<file path="src/rtl/biaspool_shuffler.sv">
// biaspool_shuffler
//   Fills a pool of w slots with the w one-hot values, either as a seeded
//   random permutation or as the identity, and streams the result out one
//   slot per cycle.
//
//   Optional feature macro: BIASPOOL_SHUFFLE_EN
//     defined   : INIT -> SHUFFLE (LFSR-driven Fisher-Yates with rejection)
//                 -> FLUSH -> DONE
//     undefined : INIT -> FLUSH -> DONE, identity written, seed ignored
//
//   Ports
//     clock    : single clock, rising edge
//     reset    : asynchronous, active-low
//     start    : request a new fill (sampled only in IDLE)
//     seed     : LFSR seed, captured on the accepted start edge (0 -> 16'hACE1)
//     busy     : high in INIT, SHUFFLE and FLUSH
//     done     : one-cycle pulse in DONE
//     wr_en    : pool write strobe, high only in FLUSH
//     wr_index : one-hot slot being written
//     wr_value : one-hot value written to that slot
//   All outputs are registered.

`ifndef GRID_LEN
`define GRID_LEN 9
`endif

module biaspool_shuffler #(
    parameter int w  = `GRID_LEN,
    parameter int LW = 16
) (
    input  logic          clock,
    input  logic          reset,
    input  logic          start,
    input  logic [LW-1:0] seed,
    output logic          busy,
    output logic          done,
    output logic          wr_en,
    output logic [w-1:0]  wr_index,
    output logic [w-1:0]  wr_value
);

    // Index width for slot counter, shuffle position and candidate.
    localparam int CW = (w > 1) ? $clog2(w) : 1;

    typedef enum logic [2:0] {
        ST_IDLE    = 3'd0,
        ST_INIT    = 3'd1,
        ST_SHUFFLE = 3'd2,
        ST_FLUSH   = 3'd3,
        ST_DONE    = 3'd4
    } state_t;

    state_t        state_r;
    state_t        state_nx_s;
    logic [CW-1:0] k_r;
    logic [CW-1:0] k_nx_s;
    logic          init_to_flush_s;
    logic          shuffle_exit_s;

    logic          busy_nx_s;
    logic          done_nx_s;
    logic          wr_en_nx_s;
    logic [w-1:0]  wr_index_nx_s;
    logic [w-1:0]  wr_value_nx_s;

`ifdef BIASPOOL_SHUFFLE_EN
    // One Galois step, taps 0xB400.
    function automatic logic [LW-1:0] lfsr_step(input logic [LW-1:0] v);
        logic [LW-1:0] r;
        r = v >> 1;
        if (v[0]) begin
            r = r ^ LW'(16'hB400);
        end else begin
            r = r;
        end
        return r;
    endfunction

    logic [w-1:0]  perm_r    [w];
    logic [w-1:0]  perm_nx_s [w];
    logic [LW-1:0] lfsr_r;
    logic [LW-1:0] lfsr_nx_s;
    logic [LW-1:0] lfsr_adv_s;
    logic [CW-1:0] i_r;
    logic [CW-1:0] i_nx_s;
    logic [CW-1:0] cand_s;
    logic          swap_s;

    // Candidate is taken from the freshly advanced LFSR value of this cycle.
    assign lfsr_adv_s      = lfsr_step(lfsr_r);
    assign cand_s          = lfsr_adv_s[CW-1:0];
    assign swap_s          = (state_r == ST_SHUFFLE) && (cand_s <= i_r);
    assign shuffle_exit_s  = swap_s && (i_r == CW'(1));
    // A single-entry pool has nothing to shuffle.
    assign init_to_flush_s = (w == 1);

    // Shuffle datapath: load on accepted start, swap-or-reject in SHUFFLE.
    always_comb begin
        perm_nx_s = perm_r;
        lfsr_nx_s = lfsr_r;
        i_nx_s    = i_r;
        if ((state_r == ST_IDLE) && start) begin
            for (int j = 0; j < w; j++) begin
                perm_nx_s[j] = w'(1'b1) << j;
            end
            i_nx_s    = CW'(w - 1);
            lfsr_nx_s = (seed == {LW{1'b0}}) ? LW'(16'hACE1) : seed;
        end else if (state_r == ST_SHUFFLE) begin
            lfsr_nx_s = lfsr_adv_s;
            if (swap_s) begin
                perm_nx_s[i_r]    = perm_r[cand_s];
                perm_nx_s[cand_s] = perm_r[i_r];
                i_nx_s            = i_r - CW'(1);
            end else begin
                i_nx_s = i_r;
            end
        end else begin
            i_nx_s = i_r;
        end
    end

    // Shuffle state registers.
    always_ff @(posedge clock or negedge reset) begin
        if (!reset) begin
            for (int j = 0; j < w; j++) begin
                perm_r[j] <= w'(1'b1) << j;
            end
            lfsr_r <= LW'(16'hACE1);
            i_r    <= {CW{1'b0}};
        end else begin
            perm_r <= perm_nx_s;
            lfsr_r <= lfsr_nx_s;
            i_r    <= i_nx_s;
        end
    end
`else
    logic unused_seed_s;

    assign unused_seed_s   = ^seed;
    assign shuffle_exit_s  = 1'b0;
    assign init_to_flush_s = 1'b1;
`endif

    // State and flush-slot register.
    always_ff @(posedge clock or negedge reset) begin
        if (!reset) begin
            state_r <= ST_IDLE;
            k_r     <= {CW{1'b0}};
        end else begin
            state_r <= state_nx_s;
            k_r     <= k_nx_s;
        end
    end

    // Next-state and slot counter.
    always_comb begin
        state_nx_s = state_r;
        k_nx_s     = k_r;
        case (state_r)
            ST_IDLE: begin
                if (start) begin
                    state_nx_s = ST_INIT;
                end else begin
                    state_nx_s = ST_IDLE;
                end
            end
            ST_INIT: begin
                k_nx_s = {CW{1'b0}};
                if (init_to_flush_s) begin
                    state_nx_s = ST_FLUSH;
                end else begin
                    state_nx_s = ST_SHUFFLE;
                end
            end
`ifdef BIASPOOL_SHUFFLE_EN
            ST_SHUFFLE: begin
                k_nx_s = {CW{1'b0}};
                if (shuffle_exit_s) begin
                    state_nx_s = ST_FLUSH;
                end else begin
                    state_nx_s = ST_SHUFFLE;
                end
            end
`endif
            ST_FLUSH: begin
                if (k_r == CW'(w - 1)) begin
                    state_nx_s = ST_DONE;
                    k_nx_s     = {CW{1'b0}};
                end else begin
                    state_nx_s = ST_FLUSH;
                    k_nx_s     = k_r + CW'(1);
                end
            end
            ST_DONE: begin
                state_nx_s = ST_IDLE;
                k_nx_s     = {CW{1'b0}};
            end
            default: begin
                state_nx_s = ST_IDLE;
                k_nx_s     = {CW{1'b0}};
            end
        endcase
    end

    // Output values for the coming cycle, derived from the next state so
    // the registered outputs line up with the state they describe.
    always_comb begin
        busy_nx_s = (state_nx_s == ST_INIT) || (state_nx_s == ST_SHUFFLE) ||
                    (state_nx_s == ST_FLUSH);
        done_nx_s = (state_nx_s == ST_DONE);
        if (state_nx_s == ST_FLUSH) begin
            wr_en_nx_s    = 1'b1;
            wr_index_nx_s = w'(1'b1) << k_nx_s;
`ifdef BIASPOOL_SHUFFLE_EN
            wr_value_nx_s = perm_nx_s[k_nx_s];
`else
            wr_value_nx_s = w'(1'b1) << k_nx_s;
`endif
        end else begin
            wr_en_nx_s    = 1'b0;
            wr_index_nx_s = {w{1'b0}};
            wr_value_nx_s = {w{1'b0}};
        end
    end

    // Output registers.
    always_ff @(posedge clock or negedge reset) begin
        if (!reset) begin
            busy     <= 1'b0;
            done     <= 1'b0;
            wr_en    <= 1'b0;
            wr_index <= {w{1'b0}};
            wr_value <= {w{1'b0}};
        end else begin
            busy     <= busy_nx_s;
            done     <= done_nx_s;
            wr_en    <= wr_en_nx_s;
            wr_index <= wr_index_nx_s;
            wr_value <= wr_value_nx_s;
        end
    end

endmodule

</file>
<file path="config.mk">
export PLATFORM = sky130hd
export DESIGN_NAME = biaspool_shuffler
export DESIGN_NICKNAME = d
export VERILOG_FILES = /design/src/rtl/biaspool_shuffler.sv
export SDC_FILE = /design/constraint.sdc
export NUM_CORES = 1
export LEC_CHECK = 0
export ABC_AREA = 1
export CELL_PAD_IN_SITES_DETAIL_PLACEMENT = 0
export CELL_PAD_IN_SITES_GLOBAL_PLACEMENT = 1
export CORE_ASPECT_RATIO = 1.75
export CORE_MARGIN = 4
export CORE_UTILIZATION = 38
export CTS_CLUSTER_SIZE = 10
export DETAILED_ROUTE_END_ITERATION = 6
export DONT_BUFFER_PORTS = 1
export PLACE_DENSITY = 0.7
export SYNTH_ARGS = -nofsm -noshare
export SYNTH_HDL_FRONTEND = slang
export SYNTH_SLANG_ARGS = --single-unit
</file>
<file path="constraint.sdc">
create_clock -name clock -period 1.24 [get_ports clock]
set_input_delay 0.248 -clock clock [delete_from_list [all_inputs] [get_ports clock]]
set_output_delay 0.248 -clock clock [all_outputs]
set_load 0.03 [all_outputs]
</file>
# After elaboration in Yosys (flattened, before gate mapping)
# Cells that the tools add are included.
[classes] add_sub_neg=1 n_eq_ne=7 n_shift=1 muxes=7 reduce_logical=3
[ops] cell="equality test 3 x 2 -> 1 bit (second input constant)" count=3
[ops] cell="2-to-1 mux 9 bit" count=1
[ops] cell="one-hot mux 3 bit (3 select lines)" count=1
[ops] cell="left shift 1 x 4 -> 9 bit (first input constant)" count=1
[ops] cell="one-hot mux 4 bit (2 select lines)" count=1
[ops] cell="equality test 3 x 1 -> 1 bit (second input constant)" count=2
[ops] cell="adder 4 x 1 -> 4 bit (second input constant)" count=1
[ops] cell="equality test 4 bit (second input constant)" count=1
[ops] cell="2-to-1 mux 4 bit" count=1
[ops] cell="equality test 3 bit (second input constant)" count=1
[ops] cell="logical NOT 3 bit" count=1
[ops] cell="2-to-1 mux 3 bit" count=1
[ops] cell="logical OR 1 bit" count=2
[ops] cell="2-to-1 mux 1 bit" count=2
[word_totals] ff_bits=19 input_bits=19 out_inout_bits=21 word_cells=25

# Logic depth before layout (Yosys ltp)
# Gate-level depths: netlist of the first run.
[logic_depth] word_depth=6 ltp_mapped=9 mapped_depth_nobuf=9

# Worst setup path after synthesis of the first run
# OpenSTA, ideal clock, no wires.
[synth_timing] path_kind="reg2reg" startpoint="reg k_r[0]" endpoint="reg wr_value[2]" setup_ns=0.116 t_arrival_ns=1.183 required_ns=1.124 setup_slack_ns=-0.060 stages_incl_launch_ff=10 n_path_buf=0 period_less_slack_ns=1.300 cell_sequence="dfrtp_1 -> inv_1 -> ha_1 -> nand2_1 -> nor2_1 -> nor2_4 -> nor2_4 -> nor2_4 -> nand2_2 -> nor2_1"
[synth_between] elab_chain_len=5 word_cells_on_any_way=9 cone_classes="1 x add/sub; 2 x eq/ne; 1 x shift; 5 x mux"
[synth_lines] item="from (decl)" line_no="55" rtl="logic [CW-1:0] k_r;"
[synth_lines] item="from (signal assigned)" line_no="148" rtl="k_r <= {CW{1'b0}};"
[synth_lines] item="from (signal assigned)" line_no="151" rtl="k_r <= k_nx_s;"
[synth_lines] item="adder 4 x 1 -> 4 bit or equality test 4 bit (tied branches)" line_no="191, 186"
[synth_lines] item="2-to-1 mux 4 bit or 2-to-1 mux 3 bit (tied branches)" line_no="186" rtl="if (k_r == CW'(w - 1)) begin"
[synth_lines] item="one-hot mux 4 bit (2 select lines) or one-hot mux 3 bit (3 select lines) (tied branches)" line_no="159" rtl="case (state_r)"
[synth_lines] item="left shift 1 x 4 -> 9 bit or equality test 3 x 2 -> 1 bit (tied branches)"
[synth_lines] item="2-to-1 mux 9 bit *"
[synth_lines] item="via wr_index_nx_s[2]" line_no="63" rtl="logic [w-1:0] wr_index_nx_s;"
[synth_lines] item="to (signal assigned)" line_no="233" rtl="wr_value <= {w{1'b0}};"
[synth_lines] item="to (signal assigned)" line_no="239" rtl="wr_value <= wr_value_nx_s;"
[synth_lines] item="to (decl)" line_no="39" rtl="output logic [w-1:0] wr_value"
# The timed path passes the listed nets; every way through them passes the cells marked *.

# Final worst setup path of the first run
[layout_timing] startpoint="reg k_r[1]" endpoint="reg wr_value[0]"
# Same word-level chain as after synthesis.

==> flow_metrics.env, run 1 <==
export IMPL_p_per_area_nw_per_um2=2440
export IMPL_clkTransAtPathRegs_ns=0.10
export IMPL_yosysWarnings=0
export IMPL_synth_top_family_by_area="simple AND/OR/NAND/NOR gates"
export IMPL_rsz0062_at_grt="yes"
export IMPL_start_util=0.409
export IMPL_synthFlopType="dfrtp_1"
export IMPL_drv_cap=0
export IMPL_avgSynthCellArea_um2=8.87
export IMPL_power_leakage_uw=0.000572
export IMPL_post_route_min_period_ns=1.36
export IMPL_clkLatencyLatePin_ns=0.29
export IMPL_routed_wl_mm=1.67
export IMPL_die_area_um2=3180
export IMPL_worstSetupStartpointType="flip-flop"
export IMPL_synthArstFlopShare=1.00
export IMPL_yosysSeqAreaShare=0.541
export IMPL_nFillCells=226
export IMPL_grt_max_degree=20
export IMPL_gr_usage_all_layers=0.119
export IMPL_maxSlewHeadroom=0.446
export IMPL_diodes=0
export IMPL_core_area_um2=2150
export IMPL_hold_viol_final=0
export IMPL_drive_above_1_share=0.422
export IMPL_slew_violations=0
export IMPL_ios=40
export IMPL_grt_pass1_wl_mm=2.82
export IMPL_antenna_found_initial=0
export IMPL_io_buffers=0
export IMPL_synth_xor_xnor_area_share=0
export IMPL_hold_class="in -> reg"
export IMPL_finalInstanceArea_um2=1120
export IMPL_dp_hpwl_mm=1.19
export IMPL_numCtsBuffers=3
export IMPL_end_kind="flip-flop"
export IMPL_place_congestion=0.819
export IMPL_crit_type="reg -> reg"
export IMPL_yosysMostFrequentCell="nand2_1"
export IMPL_nets=138
export IMPL_dpl_cell_area_um2=971
export IMPL_synth_edf_count=0
export IMPL_yosys_area_share_simple=0.283
export IMPL_worstPathCellList="inv_2 -> ha_4 -> nand2_4 -> nor2_4 -> nor2_4 -> nor2_4 -> nor2_4 -> nand2_2 -> nor2_1"
export IMPL_violations="setup timing"
export IMPL_r2r_end="wr_value[0]$_DFF_PN0_"
export IMPL_crit_path_max_incr_delay_ns=0.40
export IMPL_muxShareOfSynthArea=0
export IMPL_syn2layout_area_growth_pct=27.1
export IMPL_tritoncts="yes"
export IMPL_syn_area_um2=878
export IMPL_dr_pass1_iters=3
export IMPL_status="complete, but fails checks"
export IMPL_grt_pass1_vias=664
export IMPL_wire_per_inst_um=12.0
export IMPL_cts_root_buf="clkbuf_4"
export IMPL_setup_violations=13
export IMPL_grt_overflow=0
export IMPL_synthTopCellsByCount="nand2_1, dfrtp_1, nor2_1, inv_1, buf_4"
export IMPL_fin_crit_sh=1.09
export IMPL_drc=0
export IMPL_r2r_slack_ns=-0.12
export IMPL_crit_path_start="k_r[1]$_DFF_PN0_"
export IMPL_clock_path_buffers=2
export IMPL_critPathCapture="wr_value[0]$_DFF_PN0_"
export IMPL_via_per_inst=4.61
export IMPL_synthAdderAreaFrac=0.0285
export IMPL_worst_slew_pin_slew_ns=0.829
export IMPL_num_rows=22
export IMPL_critPathMostFrequentCell="nor2_4"
export IMPL_syn_inst=99
export IMPL_synth_seq_cells=19
export IMPL_worstPathMaxFanout=4
export IMPL_h_tree_depth=1
export IMPL_ant_nets=0
export IMPL_yosys_area_top_type="dfrtp_1"
export IMPL_slowest_stage="dfrtp_1"
export IMPL_yosysUniqueCellTypes=14
export IMPL_post_route_util=0.520
export IMPL_clock_fmax_mhz=738
export IMPL_setup_ws_ns=-0.116
export IMPL_total_power_uw=2720
export IMPL_ff2ff_path_depth=9
export IMPL_worstPathArrival_ns=1.59
export IMPL_cts_sinks=19
export IMPL_synth_top_area_share=0.541
export IMPL_via_count=646
export IMPL_r2r_start="k_r[1]$_DFF_PN0_"
export IMPL_drtIter0Drc=8
export IMPL_synth_area_top_cells="dfrtp_1, nand2_1, buf_4"
export IMPL_place_worst_setup_slack_ns=-0.128
export IMPL_synth_compound_area_frac=0.00570
export IMPL_skew_ns=0.00357
export IMPL_syn_nets=120
export IMPL_die_h_um=71.6
export IMPL_die_width_um=44.3
export IMPL_required_ns=1.47
export IMPL_peakVddDrop_v=0.00101
-- state kept, by name, summed over array words and instances (netlist names) --
name      count
busy          1
done          1
k_r           4
state_r       3
wr_en         1
wr_value      9
-- cell usage in the layout (no fill, tap or decap) --
| cell type | netlist | layout |
|---|---|---|
| buf_6 | 0 | 3 |
| nor2_4 | 3 | 5 |
| nand4_1 | 2 | 2 |
| ha_4 | 0 | 1 |
| clkbuf_1 | 0 | 1 |
| dlygate4sd3_1 | 0 | 1 |
| nor2_2 | 1 | 2 |
| buf_4 | 9 | 18 |
| a21oi_1 | 1 | 1 |
| clkbuf_4 | 0 | 3 |
| nand2_1 | 22 | 16 |
| dfrtp_1 | 19 | 19 |
| ha_1 | 2 | 1 |
| nor2_1 | 16 | 13 |
| nand3_2 | 1 | 4 |
| nand2_2 | 3 | 7 |
| inv_2 | 1 | 4 |
| inv_1 | 14 | 11 |
| nand3_1 | 5 | 2 |
| nand2_4 | 0 | 2 |
-- cell type report --
class                   count  area [µm²]  share of cell area
clock buffers               4        26.3              0.0235
inverters                  15        56.3              0.0504
multi-input cells          56         349               0.313
flip-flops and latches     19         475               0.426
well taps                  24        30.0              0.0269
repair buffers             22         179               0.160
-- power by group --
group,switching (µW),internal [µW]
Combinational,857,620
Sequential,170,768
Clock,181,125
-- worst min-delay path by stage --
stage,from,endpoint,slack [ns],cells after the start
2_1_floorplan,reset,busy$_DFF_PN0_,-0.05,0
3_3_place_gp,reset,wr_value[2]$_DFF_PN0_,-0.05,0
3_5_place_dp,reset,wr_value[6]$_DFF_PN0_,-0.05,0
4_1_cts,start,state_r[0]$_DFF_PN0_,0.11,2
5_1_grt,start,state_r[0]$_DFF_PN0_,0.14,2
6_report,start,state_r[0]$_DFF_PN0_,0.12,2
-- worst max-delay path, delay by kind of cell (launching register included) --
family | cells | cell delay [ns]
simple gates | 7 | 0.65
flops | 1 | 0.40
fa+ha+maj | 1 | 0.17
buf+inv | 1 | 0.06
-- through the flow --
stage / hold WS [ns] / setup TNS (ns) / std cells
after floorplan: -0.0476 / -0.0900 / 99
after global placement: -0.0471 / -1.11 / 131
after detailed placement: -0.0471 / -1.11 / 131
after CTS: 0.109 / -0.942 / 139
after global routing: 0.140 / -2.50 / 140
final: 0.121 / -1.09 / 140
-- logic make-up (layout without fill, tap and decap cells) --
| kind of cell | count (synthesis) | count (layout) |
|---|---|---|
| buf+inv | 24 | 41 |
| compound gates | 1 | 1 |
| flops | 19 | 19 |
| fa+ha+maj | 2 | 2 |
| simple gates | 53 | 53 |
-- routing by layer --
layer | part of all wire | global-route usage | up-vias
li1 | - | - | 321
met1 | 0.35 | 0.122 | 308
met2 | 0.59 | 0.222 | 12
met3 | 0.039 | 0.0151 | 5
met4 | 0.025 | 0.0604 | 0
met5 | 0 | 0 | -
-- what timing repair did --
| item | CTS | global route |
|---|---|---|
| hold buffers | 1 | 0 |
| buffers inserted | 3 | 1 |
| hold endpoints to repair | 19 | 0 |
| gates resized for setup | 12 | 11 |
| pin swaps | 8 | 6 |
| endpoints found under the setup margin | 14 | 15 |
Note: power is estimated with default switching activity, not from simulation.
==> inputs of run 2 (changes only) <==
Settings changed: SKIP_CTS_REPAIR_TIMING set to 1.
==> run 2 against run 1 <==
The flow still finishes with violations (setup timing). Critical path type unchanged. Worst hold slack lost 0.0016 ns. First-iteration DRC count shrank 25%. Critical endpoint is now wr_value[4]$_DFF_PN0_. Wire length down 1.8%. Sequential share of layout area barely moved. Clock power increased by 1%. Largest cell class unchanged. Count of clock-buffer cells in the layout is the same.
==> flow_metrics.env, run 2 (synthesis results as in run 1) <==
export IMPL_ios=40
export IMPL_area_sequential_um2=475
export IMPL_nets=137
export IMPL_num_rows=22
export IMPL_required_ns=1.42
export IMPL_numCtsBuffers=3
export IMPL_via_per_inst=4.60
export IMPL_place_congestion=0.819
export IMPL_worstPathArrival_ns=1.56
export IMPL_end_kind="flip-flop"
export IMPL_fin_crit_sh=1.11
export IMPL_slew_violations=0
export IMPL_worstSetupStartpointType="flip-flop"
export IMPL_dp_hpwl_mm=1.19
export IMPL_setup_tns_final_ns=-1.33
export IMPL_drv_cap=0
export IMPL_nFillCells=230
export IMPL_drtIter0Drc=6
export IMPL_p_per_area_nw_per_um2=2420
export IMPL_worstPathCellList="inv_2 -> ha_4 -> nand2_4 -> nor2_4 -> nor2_4 -> nand2_2 -> nand4_1 -> nor2_1"
export IMPL_dr_pass1_iters=4
export IMPL_ant_nets=0
export IMPL_largest_register_ffs=9
export IMPL_setup_ws_ns=-0.140
export IMPL_final_common_cell="dfrtp_1"
export IMPL_core_area_um2=2150
export IMPL_setup_violations=14
export IMPL_tritoncts="yes"
export IMPL_clkLatencyLatePin_ns=0.30
export IMPL_post_route_min_period_ns=1.38
export IMPL_grt_max_degree=20
export IMPL_antenna_found_initial=0
export IMPL_routed_wl_mm=1.64
export IMPL_grt_overflow=0
export IMPL_status="complete, but fails checks"
export IMPL_worstPathMaxFanout=4
export IMPL_diodes=0
export IMPL_reg_top3="wr_value x9, k_r x4, state_r x3"
export IMPL_die_h_um=71.6
export IMPL_die_area_um2=3180
export IMPL_clkTransAtPathRegs_ns=0.10
export IMPL_skew_ns=0.00493
export IMPL_power_leakage_uw=0.000564
export IMPL_gr_usage_all_layers=0.111
export IMPL_drive_above_1_share=0.461
export IMPL_syn2layout_area_growth_pct=26.9
export IMPL_highest_layer="met4"
export IMPL_final_cell_mix="dfrtp_1, buf_4, nand2_1, inv_1, nor2_1"
export IMPL_multi_input_area_um2=355
export IMPL_crit_path_max_incr_delay_ns=0.40
export IMPL_slowest_stage="dfrtp_1"
export IMPL_grt_pass1_wl_mm=2.61
export IMPL_drc=0
export IMPL_rsz0062_at_grt="yes"
export IMPL_via_count=639
export IMPL_wl_met3_um=72
export IMPL_cts_sinks=19
export IMPL_r2r_slack_ns=-0.14
export IMPL_crit_type="reg -> reg"
export IMPL_clock_fmax_mhz=725
export IMPL_maxSlewHeadroom=0.446
export IMPL_h_tree_depth=1
export IMPL_total_power_uw=2690
export IMPL_die_width_um=44.3
export IMPL_hold_class="in -> reg"
export IMPL_start_util=0.409
export IMPL_clock_path_buffers=2
export IMPL_violations="setup timing"
export IMPL_cts_root_buf="clkbuf_4"
export IMPL_dr_wl_met2_um=969
export IMPL_wl_met1_um=559
export IMPL_wire_per_inst_um=11.8
export IMPL_peakVddDrop_v=0.00102
export IMPL_io_buffers=0
export IMPL_critPathMostFrequentCell="nor2_4"
export IMPL_post_route_util=0.519
export IMPL_top_register="wr_value"
export IMPL_worst_hold_slack_ns=0.119
export IMPL_worst_slew_pin_slew_ns=0.828
export IMPL_hold_viol_final=0
export IMPL_grt_pass1_vias=619
[run 2: critical path, delay by kind of cell (launching register included)]
kind,cells,cell delay (ns)
adders and majority gates,1,0.17
and+or+nand+nor,6,0.64
buffers and inverters,1,0.07
DFF,1,0.40
[run 2: worst paths after layout]
path	cells past startpoint	from	endpoint
min	2	start	state_r[0]$_DFF_PN0_
min reg2reg	2	state_r[1]$_DFF_PN0_	state_r[2]$_DFF_PN0_
max	8	k_r[0]$_DFF_PN0_	wr_value[4]$_DFF_PN0_
min in group asynchronous	1	reset	wr_value[7]$_DFF_PN0_
max reg2reg	8	k_r[0]$_DFF_PN0_	wr_value[4]$_DFF_PN0_
max in group asynchronous	1	reset	state_r[0]$_DFF_PN0_
[run 2: area by class of cell]
class	instances	area share
clock buffers	4	0.0236
inverters	15	0.0505
multi-input cells	56	0.319
flip-flops and latches	19	0.426
well taps	24	0.0269
repair buffers	21	0.154
[run 2: power breakdown]
| group | internal (µW) | switching (µW) | leakage (µW) |
|---|---|---|---|
| clock network | 125 | 184 | 0.0000150 |
| registers | 768 | 166 | 0.000253 |
| logic | 579 | 871 | 0.000296 |
[run 2: metal layers]
metal,vias to the layer above,track usage
met3,5,0.0176
met2,13,0.203
met4,0,0.0671
met1,300,0.110
li1,321,-
met5,-,0
[run 2: metrics by stage]
stage	setup WS, ns	instances	cell area, µm²
global placement	-0.109	131	971
finish	-0.140	139	1110
floorplan	-0.0228	99	881
detailed placement	-0.128	131	971
global route	-0.264	139	1110
CTS	-0.149	135	997
==> inputs of run 3 (changes only) <==
Settings changed: CAP_MARGIN set to 0, CTS_CLUSTER_SIZE 10 to 14.
==> results of run 3 <==
Same layout as run 2: the final DEF is identical, and so are final timing and power.
==> RTL change 1 (flow settings as in run 3) <==
Re-encode `state_t` (5 states) as Gray code, 3 bits wide.
--- a/src/rtl/biaspool_shuffler.sv
+++ b/src/rtl/biaspool_shuffler.sv
@@ -43,11 +43,11 @@
     localparam int CW = (w > 1) ? $clog2(w) : 1;
 
     typedef enum logic [2:0] {
-        ST_IDLE    = 3'd0,
-        ST_INIT    = 3'd1,
-        ST_SHUFFLE = 3'd2,
-        ST_FLUSH   = 3'd3,
-        ST_DONE    = 3'd4
+        ST_IDLE    = 3'b000,
+        ST_INIT    = 3'b001,
+        ST_SHUFFLE = 3'b011,
+        ST_FLUSH   = 3'b010,
+        ST_DONE    = 3'b110
     } state_t;
 
     state_t        state_r;
Function: same outputs for any inputs over 10 cycles, from zero or initial values and one cycle with reset low; not proved beyond that.
==> RTL change 1 against run 3 <==
The flow still finishes with violations (negative setup slack). Die area rose by 4.5%. Synthesized area increased by 5.3%. Power increased by 11%. Routed wire length up 3.9%. Critical path depth is the same. Sequential cell count is the same. Cell area up 6.4%. Fmax down 1.3%. Via count down 1.3%. Worst setup slack got worse by 0.018 ns. Critical path type unchanged. Highest routed layer unchanged.
==> RTL change 1: results (changes against run 3) <==
- Synthesized netlist net count: 114 (was 120)
- Max FO, Critical Path: 5 (was 4)
- Gpl congestion: 0.759 (was 0.819)
- Top cells by area, synth: dfrtp_1 (51%), buf_4 (7.3%), nor2_1 (6.1%) (was dfrtp_1 (54%), nand2_1 (9.4%), buf_4 (7.7%))
- Worst vdd ir: 1.38 mV (was 1.02 mV)
- Hold wc startpoint: start (unchanged)
- Share of post-route cells with drive strength above 1: 55.0% (was 46.1%)
- Routed wire per std cell: 12.7 um (was 11.8 um)
- Initial drt markers: 9 (was 6)
- Clock Skew: 0.00239 ns (was 0.00493 ns)
- HP Class: input pin to flip-flop (unchanged)
- Dpl cells: 126 (was 131)
- Post-DP HPWL: 1.32 mm (was 1.19 mm)
- Outcome: finished, violations left (unchanged)
- First-pass GRT wire length: 2.93 mm (was 2.61 mm)
- Worst Path Arrival: 1.58 ns (was 1.56 ns)
- Synth-to-layout area growth: 28.3% (was 26.9%)
- Clock Latency Late Sink: 0.25 ns (was 0.30 ns)
- Post-synthesis sequential area ratio: 51.4% (was 54.1%)
- Initial antenna violation count: 0 (unchanged)
- Syn avg cell area: 9.94 um^2 (was 8.87 um^2)
- Vias/cell: 4.71 (was 4.60)
- Failing checks: negative setup slack (unchanged)
- Pleak: 0.000589 uW (was 0.000564 uW)
- Clk slew on worst S/H paths: 0.07 ns (was 0.10 ns)
- Top cells by count, synth: dfrtp_1 (19), nor2_1 (15), nand2_1 (13) (was nand2_1 (22), dfrtp_1 (19), nor2_1 (16))
- Fin nets: 131 (was 137)
- Global-route usage over all layers: 12.4% (was 11.1%)
- R2R Path End: wr_value[3] (was wr_value[4])
- Fillcell total: 216 (was 230)
- Netlist cell types: 19 (was 14)
- DRT Pass-1 Iters: 3 (was 4)
- Clock root cell: clkbuf_8 (was clkbuf_4)
- Antenna diodes: 0 (unchanged)
- Setup ws final: -0.158 ns (was -0.140 ns)
- Slew @ Worst Pin: 0.818 ns (was 0.828 ns)
- Vias in the first global route: 655 (was 619)
- Setup violators final: 11 (was 14)
- Switching pwr: 1410 uW (was 1220 uW)
RTL change 1: logic make-up after synthesis:
family,count (synthesis),synth area share (%)
buffers and inverters,18,11.0
AND/OR/NAND/NOR,48,28.4
flip-flops,19,51.4
XOR/XNOR,1,0.947
AO/OA/AOI/OAI,5,5.55
adder cells (fa/ha/maj),2,2.71
RTL change 1: stage by stage:
stage	hold WS, ns	setup TNS [ns]	setup slack [ns]
2_1_floorplan	-0.0476	-0.303	-0.0426
4_1_cts	-0.323	-1.75	-0.192
3_3_place_gp	-0.0470	-1.25	-0.142
6_report	0.0973	-1.32	-0.158
3_5_place_dp	-0.0470	-1.39	-0.159
5_1_grt	0.130	-2.27	-0.238
RTL change 1: critical path: stages, from the launching register on:
cell and delay, ns:
dfrtp_2 0.45, inv_2 0.09, ha_4 0.15, nand2_4 0.05, nor2_4 0.10, nor2_4 0.06
a21oi_4 0.23, nand2_2 0.09, nor2_1 0.11
RTL change 1: final cells by class:
type                            count  area share [%]
Timing Repair Buffer               21            13.8
Tap cell                           25            2.64
Inverter                            9            2.85
Multi-Input combinational cell     56            36.6
Clock buffer                        3            3.48
Sequential cell                    19            40.2
Clock inverter                      1           0.422
RTL change 1: how the worst max path moves through the flow:
stage | startpoint | endpoint | slack [ns]
finish | k_r[0] | wr_value[3] | -0.16
global placement | k_r[0] | wr_value[0] | -0.14
detailed placement | k_r[0] | wr_value[8] | -0.16
floorplan | k_r[0] | wr_value[3] | -0.04
global route | k_r[0] | wr_value[7] | -0.24
CTS | k_r[0] | wr_value[8] | -0.19
RTL change 1: routing by layer:
layer | track usage [%] | share of wire, % | vias up
met5 | 0 | 0 | -
met4 | 5.86 | 2.3 | 0
met3 | 2.70 | 5.6 | 5
met2 | 23.0 | 64 | 18
met1 | 12.4 | 28 | 300
li1 | - | - | 308
RTL change 1: power groups by stage:
stage	sequential, uW	clock [uW]	combinational, uW
6_report	983	423	1590
5_1_grt	1000	482	1750
4_1_cts	979	436	1420
3_5_place_dp	990	0	1410
3_3_place_gp	985	0	1380
2_1_floorplan	1090	0	965
==> RTL change 2 (flow settings as in run 3) <==
Made on the original files. Change the macro `GRID_LEN` from 9 to 10.
--- a/src/rtl/biaspool_shuffler.sv
+++ b/src/rtl/biaspool_shuffler.sv
@@ -21,7 +21,7 @@
 //   All outputs are registered.
 
 `ifndef GRID_LEN
-`define GRID_LEN 9
+`define GRID_LEN 10
 `endif
 
 module biaspool_shuffler #(
Ports: changed (resized wr_index and wr_value); port bits go from 40 to 42. The function was not compared with the original's and may differ.
==> RTL change 2 against run 3 <==
The run still ends with negative setup slack left. Power grew 25%. Sequential cell count is 1 higher. Die area increased by 3.0%. Routed wire length is 8.3% higher. Worst setup slack is essentially flat. Cell area rose by 7.0%. Sequential power rose by 11%. Synthesized area up 3.6%.
==> RTL change 2: results (changes against run 3) <==
- Outcome: finished, violations left (unchanged)
- Failing checks: negative setup slack (unchanged)
- Met3 GRT Util: 1.73% (was 1.76%)
- Largest net degree at the start of global routing: 21 (was 20)
- Initial drt markers: 12 (was 6)
- First-pass GRT wire length: 2.89 mm (was 2.61 mm)
- Pleak: 0.000596 uW (was 0.000564 uW)
- Setup violators final: 15 (was 14)
- Worst vdd ir: 1.14 mV (was 1.02 mV)
- Largest registers: wr_value: 10 flops, k_r: 4 flops, state_r: 3 flops (was wr_value: 9 flops, k_r: 4 flops, state_r: 3 flops)
- Post-synthesis sequential area ratio: 55.0% (was 54.1%)
- Dpl cells: 134 (was 131)
- Via count: 662 (was 639)
- Global-route usage over all layers: 12.1% (was 11.1%)
- Clock root cell: clkbuf_8 (was clkbuf_4)
- Top cells by area, synth: dfrtp_1 (55%), nand2_1 (9.5%), buf_4 (8.3%) (was dfrtp_1 (54%), nand2_1 (9.4%), buf_4 (7.7%))
- Slew @ Worst Pin: 0.845 ns (was 0.828 ns)
- Met1 Use GR: 11.2% (was 11.0%)
- Gpl congestion: 0.790 (was 0.819)
- Netlist cell types: 17 (was 14)
- Synthesized netlist net count: 119 (was 120)
- Final setup TNS: -1.16 ns (was -1.33 ns)
- Post-Syn Instances: 98 (was 99)
- Top cells by count, synth: nand2_1 (23), dfrtp_1 (20), nor2_1 (16) (was nand2_1 (22), dfrtp_1 (19), nor2_1 (16))
- Setup ws final: -0.140 ns (about the same)
- Routed wire per std cell: 12.5 um (was 11.8 um)
- Clock Skew: 0.00322 ns (was 0.00493 ns)
- Vias in the first global route: 703 (was 619)
- Share of post-route cells with drive strength above 1: 47.9% (was 46.1%)
## RTL change 2: stage by stage
stage                     worst slack [ns]  util, %  cell area, um^2
after floorplan                    0.00108        -              931
after global placement              -0.104     45.4             1040
after detailed placement            -0.146     45.4             1040
after CTS                           -0.163     47.3             1090
after global routing                -0.238     51.8             1190
final                               -0.140     51.8             1190
## RTL change 2: logic make-up after synthesis
kind of cell	Yosys count	synth area share (%)
AOI/OAI and AO/OA	5	4.81
adders and majority gates	2	2.75
buffers and inverters	22	13.2
DFF	20	55.0
and+or+nand+nor	49	24.2
## RTL change 2: cell type report
class,count,area (um^2)
Timing Repair Buffer,25,201
Multi-Input combinational cell,56,368
Sequential cell,20,502
Clock buffer,4,45.0
Fill cell,214,1110
Tap cell,25,31.3
Inverter,12,45.0
## RTL change 2: critical path: stages (launching register included)
cell	delay, ns
dfrtp_1	0.42
inv_2	0.08
ha_4	0.16
nand2_4	0.05
nor2_4	0.12
nor2_4	0.06
nand2_2	0.07
nand4_1	0.18
nor2_1	0.16
## RTL change 2: final timing paths
kind	endpoint	slack, ns	cells past startpoint
max	wr_value[6]	-0.14	8
min	state_r[0]	0.16	2
max reg2reg	wr_value[6]	-0.14	8
min reg2reg	done	0.75	3
max in group asynchronous	k_r[0]	0.13	1
min in group asynchronous	wr_value[6]	0.54	1
## RTL change 2: per-layer routing
| layer | up-vias | wire length (um) |
|---|---|---|
| li1 | 329 | - |
| met1 | 309 | 612 |
| met2 | 17 | 997 |
| met3 | 7 | 98 |
| met4 | 0 | 71 |
| met5 | - | 0 |
## RTL change 2: power by group
group / switching, uW / total [uW] / internal, uW
combinational: 1130 / 1910 / 778
clock: 200 / 428 / 228
sequential: 202 / 1040 / 840
